[src/rtl/fetch_pkg.sv]
// Shared types and defaults for the instruction fetch buffer.
// The {pc, inst} entry layout is common to the buffer control and its storage.
package fetch_pkg;

  localparam int          FETCH_DEPTH    = 4;
  localparam logic [31:0] FETCH_RESET_PC = 32'h0000_0000;
  localparam int          PC_W           = 32;
  localparam int          INST_W         = 32;

  typedef struct packed {
    logic [PC_W-1:0]   pc;
    logic [INST_W-1:0] inst;
  } fetch_entry_t;

endpackage

[src/rtl/sync_fifo.sv]
// Single-clock FIFO with flush, registered count and show-ahead head output.
// DEPTH must be a power of two so the pointers wrap naturally.
module sync_fifo #(
  parameter int WIDTH = 64,
  parameter int DEPTH = 4
) (
  input  logic                         clk,
  input  logic                         rst_n,
  input  logic                         i_flush,
  input  logic                         i_push,
  input  logic [WIDTH-1:0]             i_push_data,
  input  logic                         i_pop,
  output logic [WIDTH-1:0]             o_head,
  output logic [$clog2(DEPTH+1)-1:0]   o_count,
  output logic                         o_empty
);

  localparam int AW = (DEPTH > 1) ? $clog2(DEPTH) : 1;
  localparam int CW = $clog2(DEPTH + 1);

  logic [WIDTH-1:0] r_mem [DEPTH];
  logic [AW-1:0]    r_wr_ptr;
  logic [AW-1:0]    r_rd_ptr;
  logic [CW-1:0]    r_count;

  // NOTE: the data array has no reset; validity is tracked by r_count alone.
  always_ff @(posedge clk) begin
    if (i_push && !i_flush) r_mem[r_wr_ptr] <= i_push_data;
  end

  always_ff @(posedge clk or negedge rst_n) begin
    if (!rst_n) begin
      r_wr_ptr <= '0;
      r_rd_ptr <= '0;
      r_count  <= '0;
    end else if (i_flush) begin
      r_wr_ptr <= '0;
      r_rd_ptr <= '0;
      r_count  <= '0;
    end else begin
      if (i_push) r_wr_ptr <= r_wr_ptr + AW'(1);
      if (i_pop)  r_rd_ptr <= r_rd_ptr + AW'(1);
      r_count <= r_count + CW'(i_push) - CW'(i_pop);
    end
  end

  assign o_head  = r_mem[r_rd_ptr];
  assign o_count = r_count;
  assign o_empty = (r_count == '0);

endmodule

[src/rtl/fetch_buffer.sv]
// Instruction fetch buffer: credit-limited requests, in-order responses, redirect flush.
// Define FETCH_BUF_BYPASS_EN to forward a response straight to out_* when the queue is empty.
module fetch_buffer
  import fetch_pkg::*;
#(
  parameter int          DEPTH    = FETCH_DEPTH,
  parameter logic [31:0] RESET_PC = FETCH_RESET_PC
) (
  input  logic              clk,
  input  logic              rst,
  input  logic              redirect,
  input  logic [PC_W-1:0]   redirect_pc,
  output logic              imem_req,
  output logic [PC_W-1:0]   imem_addr,
  input  logic              imem_rvalid,
  input  logic [INST_W-1:0] imem_rdata,
  output logic              out_valid,
  output logic [PC_W-1:0]   out_pc,
  output logic [INST_W-1:0] out_inst,
  input  logic              out_ready
);

  localparam int CW = $clog2(DEPTH + 1);

  logic [PC_W-1:0] r_fetch_pc;
  logic [PC_W-1:0] r_resp_pc;
  logic [CW-1:0]   r_outstanding;
  logic [CW-1:0]   r_drop;

  logic [CW-1:0]   w_count;
  logic [CW:0]     w_used;
  logic            w_fifo_empty;
  logic            w_rsp_live;
  logic            w_bypass;
  logic            w_push;
  logic            w_pop;
  logic [PC_W-1:0] w_redirect_aligned;
  fetch_entry_t    w_head;
  fetch_entry_t    w_push_entry;
  fetch_entry_t    w_out_entry;

  // Credits cover both queued entries and every response still in flight, stale or not.
  assign w_used     = {1'b0, w_count} + {1'b0, r_outstanding};
  assign imem_req   = rst && !redirect && (w_used < (CW+1)'(DEPTH));
  assign imem_addr  = imem_req ? r_fetch_pc : '0;

  assign w_rsp_live = rst && imem_rvalid && (r_drop == '0) && !redirect;

`ifdef FETCH_BUF_BYPASS_EN
  assign w_bypass = w_rsp_live && w_fifo_empty;
`else
  assign w_bypass = 1'b0;
`endif

  assign w_push       = w_rsp_live && !(w_bypass && out_ready);
  assign w_pop        = !w_fifo_empty && out_ready;
  assign w_push_entry = '{pc: r_resp_pc, inst: imem_rdata};
  assign w_redirect_aligned = {redirect_pc[PC_W-1:2], 2'b00};

  sync_fifo #(
    .WIDTH ($bits(fetch_entry_t)),
    .DEPTH (DEPTH)
  ) u_fifo (
    .clk         (clk),
    .rst_n       (rst),
    .i_flush     (redirect),
    .i_push      (w_push),
    .i_push_data (w_push_entry),
    .i_pop       (w_pop),
    .o_head      (w_head),
    .o_count     (w_count),
    .o_empty     (w_fifo_empty)
  );

  // NOTE: every always_comb output gets a default first so no latch is inferred.
  always_comb begin
    w_out_entry = '0;
    if (!w_fifo_empty)  w_out_entry = w_head;
    else if (w_bypass)  w_out_entry = w_push_entry;
  end

  assign out_valid = !w_fifo_empty || w_bypass;
  assign out_pc    = w_out_entry.pc;
  assign out_inst  = w_out_entry.inst;

  always_ff @(posedge clk or negedge rst) begin
    if (!rst) begin
      r_fetch_pc    <= RESET_PC;
      r_resp_pc     <= RESET_PC;
      r_outstanding <= '0;
      r_drop        <= '0;
    end else if (redirect) begin
      // A response returning this cycle is already gone; everything else in flight is stale.
      r_fetch_pc    <= w_redirect_aligned;
      r_resp_pc     <= w_redirect_aligned;
      r_outstanding <= r_outstanding - CW'(imem_rvalid);
      r_drop        <= r_outstanding - CW'(imem_rvalid);
    end else begin
      if (imem_req)   r_fetch_pc <= r_fetch_pc + 32'd4;
      if (w_rsp_live) r_resp_pc  <= r_resp_pc + 32'd4;
      r_outstanding <= r_outstanding + CW'(imem_req) - CW'(imem_rvalid);
      if (imem_rvalid && (r_drop != '0)) r_drop <= r_drop - CW'(1);
    end
  end

endmodule

[config.mk]
export PLATFORM = sky130hd
export DESIGN_NAME = fetch_buffer
export DESIGN_NICKNAME = d
export VERILOG_FILES = /design/src/rtl/fetch_pkg.sv /design/src/rtl/sync_fifo.sv /design/src/rtl/fetch_buffer.sv
export SDC_FILE = /design/constraint.sdc
export NUM_CORES = 1
export LEC_CHECK = 0
export BUFFER_PORTS_ARGS = -buffer_cell sky130_fd_sc_hd__buf_2
export CAP_MARGIN = 40
export CORE_MARGIN = 2
export CORE_UTILIZATION = 53
export CTS_CLUSTER_DIAMETER = 100
export DETAILED_ROUTE_END_ITERATION = 8
export PLACE_DENSITY_LB_ADDON = 0.2
export SLEW_MARGIN = 20
export SYNTH_ARGS = -nofsm -noshare
export SYNTH_HDL_FRONTEND = slang
export SYNTH_SLANG_ARGS = --single-unit
[constraint.sdc]
create_clock -name clk -period 3.32 [get_ports clk]
set_input_delay 0.664 -clock clk [delete_from_list [all_inputs] [get_ports clk]]
set_output_delay 0.664 -clock clk [all_outputs]
set_load 0.05 [all_outputs]
* Yosys cells after proc, flatten, opt, wreduce, memory -nomap -nowiden *
Memories as Yosys holds them, arrays and structs flattened.
Index checks and enable logic that the tools add are counted.

word-level totals
  register bits = 77
  memory bits (writable) = 256
  bits of input ports = 69
  memories kept = 1

operators by class
  add/sub/neg operators = 11
  $lt $le $gt $ge = 1
  mux-type cells = 16
  reduce and logical (&&, ||, !) cells = 17

memory list
  name          depth  width  read ports  clocked after Yosys merged registers in  write ports  line             source
  u_fifo.r_mem  4      64     1           0                                        1            sync_fifo.sv:21  logic [WIDTH-1:0] r_mem [DEPTH];

operators by type and width
  operator                                                                      count
  32-bit two-way mux                                                            5
  32-bit by 3-bit adder with 32-bit output, second input constant               2
  64-bit two-way mux                                                            1
  3-bit two-way mux                                                             4
  3-bit by 1-bit subtractor with 3-bit output                                   3
  1-bit logical AND                                                             8
  2-bit two-way mux                                                             4
  2-bit nonzero test                                                            4
  3-bit by 1-bit adder with 3-bit output                                        2
  3-bit zero test                                                               2
  2-bit by 1-bit adder with 2-bit output, second input constant                 2
  3-bit by 3-bit adder with 4-bit output                                        1
  4-bit by 3-bit less-than comparator with 1-bit output, second input constant  1
  3-bit nonzero test                                                            1
  3-bit by 1-bit subtractor with 3-bit output, second input constant            1
  1-bit zero test                                                               2
  1-bit two-way mux                                                             2

* Logic depth before layout (Yosys ltp) *
  depth in word-level cells = 6
  gate-level depth with buffers = 14
  depth with buffers taken out = 13

* By module *
From an unflattened synthesis, not the netlist that was laid out.

unflattened totals
  cells, all modules = 849
  area total of the unflattened synthesis = 14171.1 µm²

modules (own cells, without submodules)
  module        instances  cells each  area each (µm²)  sequential area each (µm²)
  sync_fifo     1          373         9693.0           7862.5
  fetch_buffer  1          476         4478.0           1651.6

* Worst setup path after synthesis *
Ideal clock, no wire load.

  path type = register -> output
  start point = register r_outstanding[2]
  end point = output port imem_addr[19]
  data arrival time = 2.796 ns
  data required time = 2.656 ns
  path slack = -0.140 ns
  cell stages (with the launch flop) = 7
  cells stage by stage = dfrtp_1 ha_1 or4b_1 buf_2 nor3_4 clkbuf_1 and2_1

on the way
  cells in the longest elaborated chain, start to end = 4

ends and longest elaborated chain
  what                                                   line                 source
  from (decl)                                            fetch_buffer.sv:27   logic [CW-1:0] r_outstanding;
  from (signal assigned)                                 fetch_buffer.sv:96   r_outstanding <= r_outstanding - CW'(imem_rvalid);
  from (signal assigned)                                 fetch_buffer.sv:101  r_outstanding <= r_outstanding + CW'(imem_req) - CW'(imem_rvalid);
  3-bit by 3-bit adder with 4-bit output                 fetch_buffer.sv:43   assign w_used = {1'b0, w_count} + {1'b0, r_outstanding};
  4-bit by 3-bit less-than comparator with 1-bit output  fetch_buffer.sv:44   assign imem_req = rst && !redirect && (w_used < (CW+1)'(DEPTH));
  1-bit logical AND                                      fetch_buffer.sv:44
  net imem_req                                           fetch_buffer.sv:13   output logic imem_req,
  32-bit two-way mux                                     fetch_buffer.sv:45   assign imem_addr = imem_req ? r_fetch_pc : '0;
  to (decl)                                              fetch_buffer.sv:14   output logic [PC_W-1:0] imem_addr,

The timed path passes the listed nets, and every way through them passes these cells.

* Final worst setup path *
  start point = register r_outstanding[2]
  end point = output port imem_addr[27]

on the way
  cells in the longest elaborated chain, start to end = 4

ends and longest elaborated chain
  what                                                   line
  3-bit by 3-bit adder with 4-bit output                 fetch_buffer.sv:43
  4-bit by 3-bit less-than comparator with 1-bit output  fetch_buffer.sv:44
  1-bit logical AND                                      fetch_buffer.sv:44
  32-bit two-way mux                                     fetch_buffer.sv:45

No other way between the ends.

==> reports/metrics.yaml <==
global_route:
  grt_overflow: 0
  grt_pass1_wl_um: 48900
  track_usage: 0.221
  grt_max_degree: 65
  antenna_found_initial: 0
  grt_pass1_vias: 8993
setup_path:
  crit_required_ps: 2660
  arrival_ps: 2560
  startpoint: "r_outstanding[2]$_DFF_PN0_"
  startpoint_type: "flop"
  path_delay_family: "simple AND/OR/NAND/NOR gates"
  critPathCaptureType: "output pin"
  criticalPathCategory: "reg2out"
  max_stage_delay_ps: 570
  worstReg2RegStart: "u_fifo.o_count[1]$_DFF_PN0_"
  path_max_fanout: 15
  path_buf_inv: 2
  crit_chain: "ha_1 -> or4b_4 -> nor3_4 -> bufbuf_16 -> and2_1 -> buf_4"
  cp_slowest_cell: "or4b_4"
cells_and_area:
  nNetsFinal: 1216
  area_growth_pct: 18.4
  drive_above_1_share: 0.294
  final_util: 0.632
  diodes: 0
  multi_input_area_um2: 4710
  fillers: 1977
  register_area_um2: 9280
detailed_routing:
  maxUsedRoutingLayer: "met4"
  routedWlPerCell_um: 20.5
  via_per_inst: 5.98
  met1Wirelength_um: 13100
  antenna_left: 0
  route.met3.wl_um: 2350
  first_iter_violations: 810
  wirelength_um: 30600
  met2_length_um: 14700
  route.vias.total: 8918
  firstDrtPassIters: 5
  drc_errors: 0
timing:
  grt_setup_unrepaired: "false"
  finalCriticalPeriod_ps: 3220
  finalSetupViolCount: 0
  fmax_mhz: 310
  finalHoldViolCount: 0
  maxSlewHeadroom: 0.439
  slew_viol_final: 0
  worstMarginPinSlew_ps: 834
  tns_ps: 0
  fin_skew_ps: 14.3
  period_share: 0.970
pwr:
  power_switching_mw: 4.76
  comb_power_share: 0.342
  leakage_nw: 6.09
  peakVddDrop_mv: 0.345
  power_density_nw_per_um2: 776
  internal_power_mw: 8.34
  p_sw_frac: 0.363
  seq_power_share: 0.371
  power_frac_clock: 0.287
cts:
  cts_buffers: 35
  cts_tree: "yes"
  clk_pin_slew_ps: 60
  ctsHtreeMaxLevel: 2
  ctsRootBufferMaster: "clkbuf_16"
  clk_path_buf_depth: 3
  clock_latency_ps: 500
  clock_sinks: 321
synth:
  netlist_top_cells_count: "edfxtp_1, and2_1, dfrtp_1"
  yosysMostFrequentCell: "edfxtp_1"
  synth_top_area_cell: "edfxtp_1"
  ys_seq_area_frac: 0.650
  synth_area_leaders: "edfxtp_1, dfrtp_1, mux4_2, and2_1, ha_1"
  yosysWarnings: 0
  synth_cells: 952
  synthDominantCellAreaShare: 0.522
  synth_edf_count: 248
  synthArstFlopShare: 0.227
  synth_area_um2: 14300
  syn_area_per_cell_um2: 15.0
  synth-seq-cells: 321
  ys_types: 57
  ys.flop_type: "edfxtp_1"
status:
  status: "completed"
placement:
  routabilityCongestion: 0.901
  dpl.hpwl_um: 19200
  port_buffers: 160
flow_run:
  cap_viol_max_count: 0
floorplanning:
  initial_core_util: 0.534
  ios: 167
  dieArea_um2: 28300
  coreArea_um2: 26700
  num_rows: 60
  die_h_um: 168
  chipWidth_um: 168
worst_hold_path:
  hp-class: "in2async"
through the flow:
stage	instances	power, mW	hold slack [ps]	area (um^2)	setup slack [ps]
finish	1492	13.1	110	16900	98.5
CTS	1491	13.2	138	16800	11.8
floorplan	955	8.23	368	14300	50.9
detailed placement	1428	9.35	524	15600	392
global placement	1427	9.30	520	15600	422
global route	1492	13.7	93.6	16900	2.47
cell families (layout without fill, tap and decap cells):
logic type      Yosys count  after routing  share of synthesized area
simple gates            349            349                      0.145
flops                   321            321                      0.650
compound gates           82             82                     0.0398
mux                      79             79                      0.111
buf+inv                  77            273                     0.0221
xor+xnor                 25             25                     0.0153
fa+ha+maj                18             18                     0.0168
other cells               1              4                   0.000263
state kept, by name, summed over array words and instances (netlist names):
register	count
u_fifo.o_count	3
u_fifo.r_mem	248
u_fifo.r_rd_ptr	2
u_fifo.r_wr_ptr	2
r_outstanding	3
r_resp_pc	30
r_drop	3
r_fetch_pc	30
layout make-up:
| class | instances | area share |
|---|---|---|
| clock buffers | 45 | 0.0572 |
| clock inverters | 14 | 0.00866 |
| inverters | 21 | 0.00467 |
| multi-input cells | 557 | 0.279 |
| flip-flops and latches | 321 | 0.549 |
| well taps | 341 | 0.0253 |
| repair buffers | 193 | 0.0764 |
cells in the final DEF (no fill, tap or decap), types with 4 or more instances in the layout:
master,instances
nor2b_1,10
nor2_1,32
clkbuf_16,37
a211oi_1,11
nand3_1,29
buf_4,42
mux4_2,62
conb_1,4
and4_1,18
o21ai_0,13
and3_2,5
xor2_1,11
a31oi_1,15
clkbuf_1,7
a21oi_1,9
inv_1,20
buf_2,133
nor3_1,27
or4_1,10
xnor2_1,14
buf_12,8
ha_1,16
dfrtp_1,71
nand2b_1,4
clkinv_2,5
a311oi_1,11
nand4_1,26
and3_1,8
o31ai_1,11
buf_6,7
mux2_2,14
clkinv_1,4
edfxtp_1,248
nor4_1,20
nand2_1,43
and2_1,92
power groups by stage:
stage               clock (mW)  sequential (mW)  combinational [mW]
floorplan                    0             4.79                3.44
global placement             0             4.94                4.37
detailed placement           0             4.95                4.41
CTS                       3.84             4.86                4.52
global route              4.00             4.90                4.79
finish                    3.76             4.86                4.48
worst reg2reg max path, delay by kind of cell (launching register included):
kind / cells / cell delay [ps]
adders and majority gates: 3 / 900
and+or+nand+nor: 2 / 530
DFF: 1 / 430
xor gates and xnor gates: 2 / 310
buffers and inverters: 1 / 300
AOI/OAI and AO/OA: 1 / 180
per-layer routing:
metal,vias to the layer above,track usage
met4,0,0.0555
met2,385,0.363
li1,4058,-
met5,-,0
met3,40,0.0395
met1,4435,0.312
path summary, 6_finish.rpt:
| kind | endpoint | slack (ps) | depth (start not counted) |
|---|---|---|---|
| worst max-delay path | imem_addr[27] | 100 | 6 |
| min in group clk | u_fifo.r_mem[2][26]$_DFFE_PP_ | 390 | 1 |
| worst min register to register | u_fifo.r_wr_ptr[0]$_DFFE_PN0N_ | 570 | 2 |
| worst min-delay path | r_fetch_pc[2]$_DFFE_PN0P_ | 110 | 2 |
| worst max register to register | r_outstanding[2]$_DFF_PN0_ | 590 | 9 |
| max in group asynchronous | u_fifo.r_rd_ptr[0]$_DFFE_PN0P_ | 2690 | 3 |
what timing repair did:
item,in CTS,in global routing
hold buffers,0,0
gates cloned,1,0
endpoints found under the setup margin,26,27
setup buffers,3,0
gates resized for setup,28,6
pin swaps,1,1
Power figures use the tool's default switching activity.
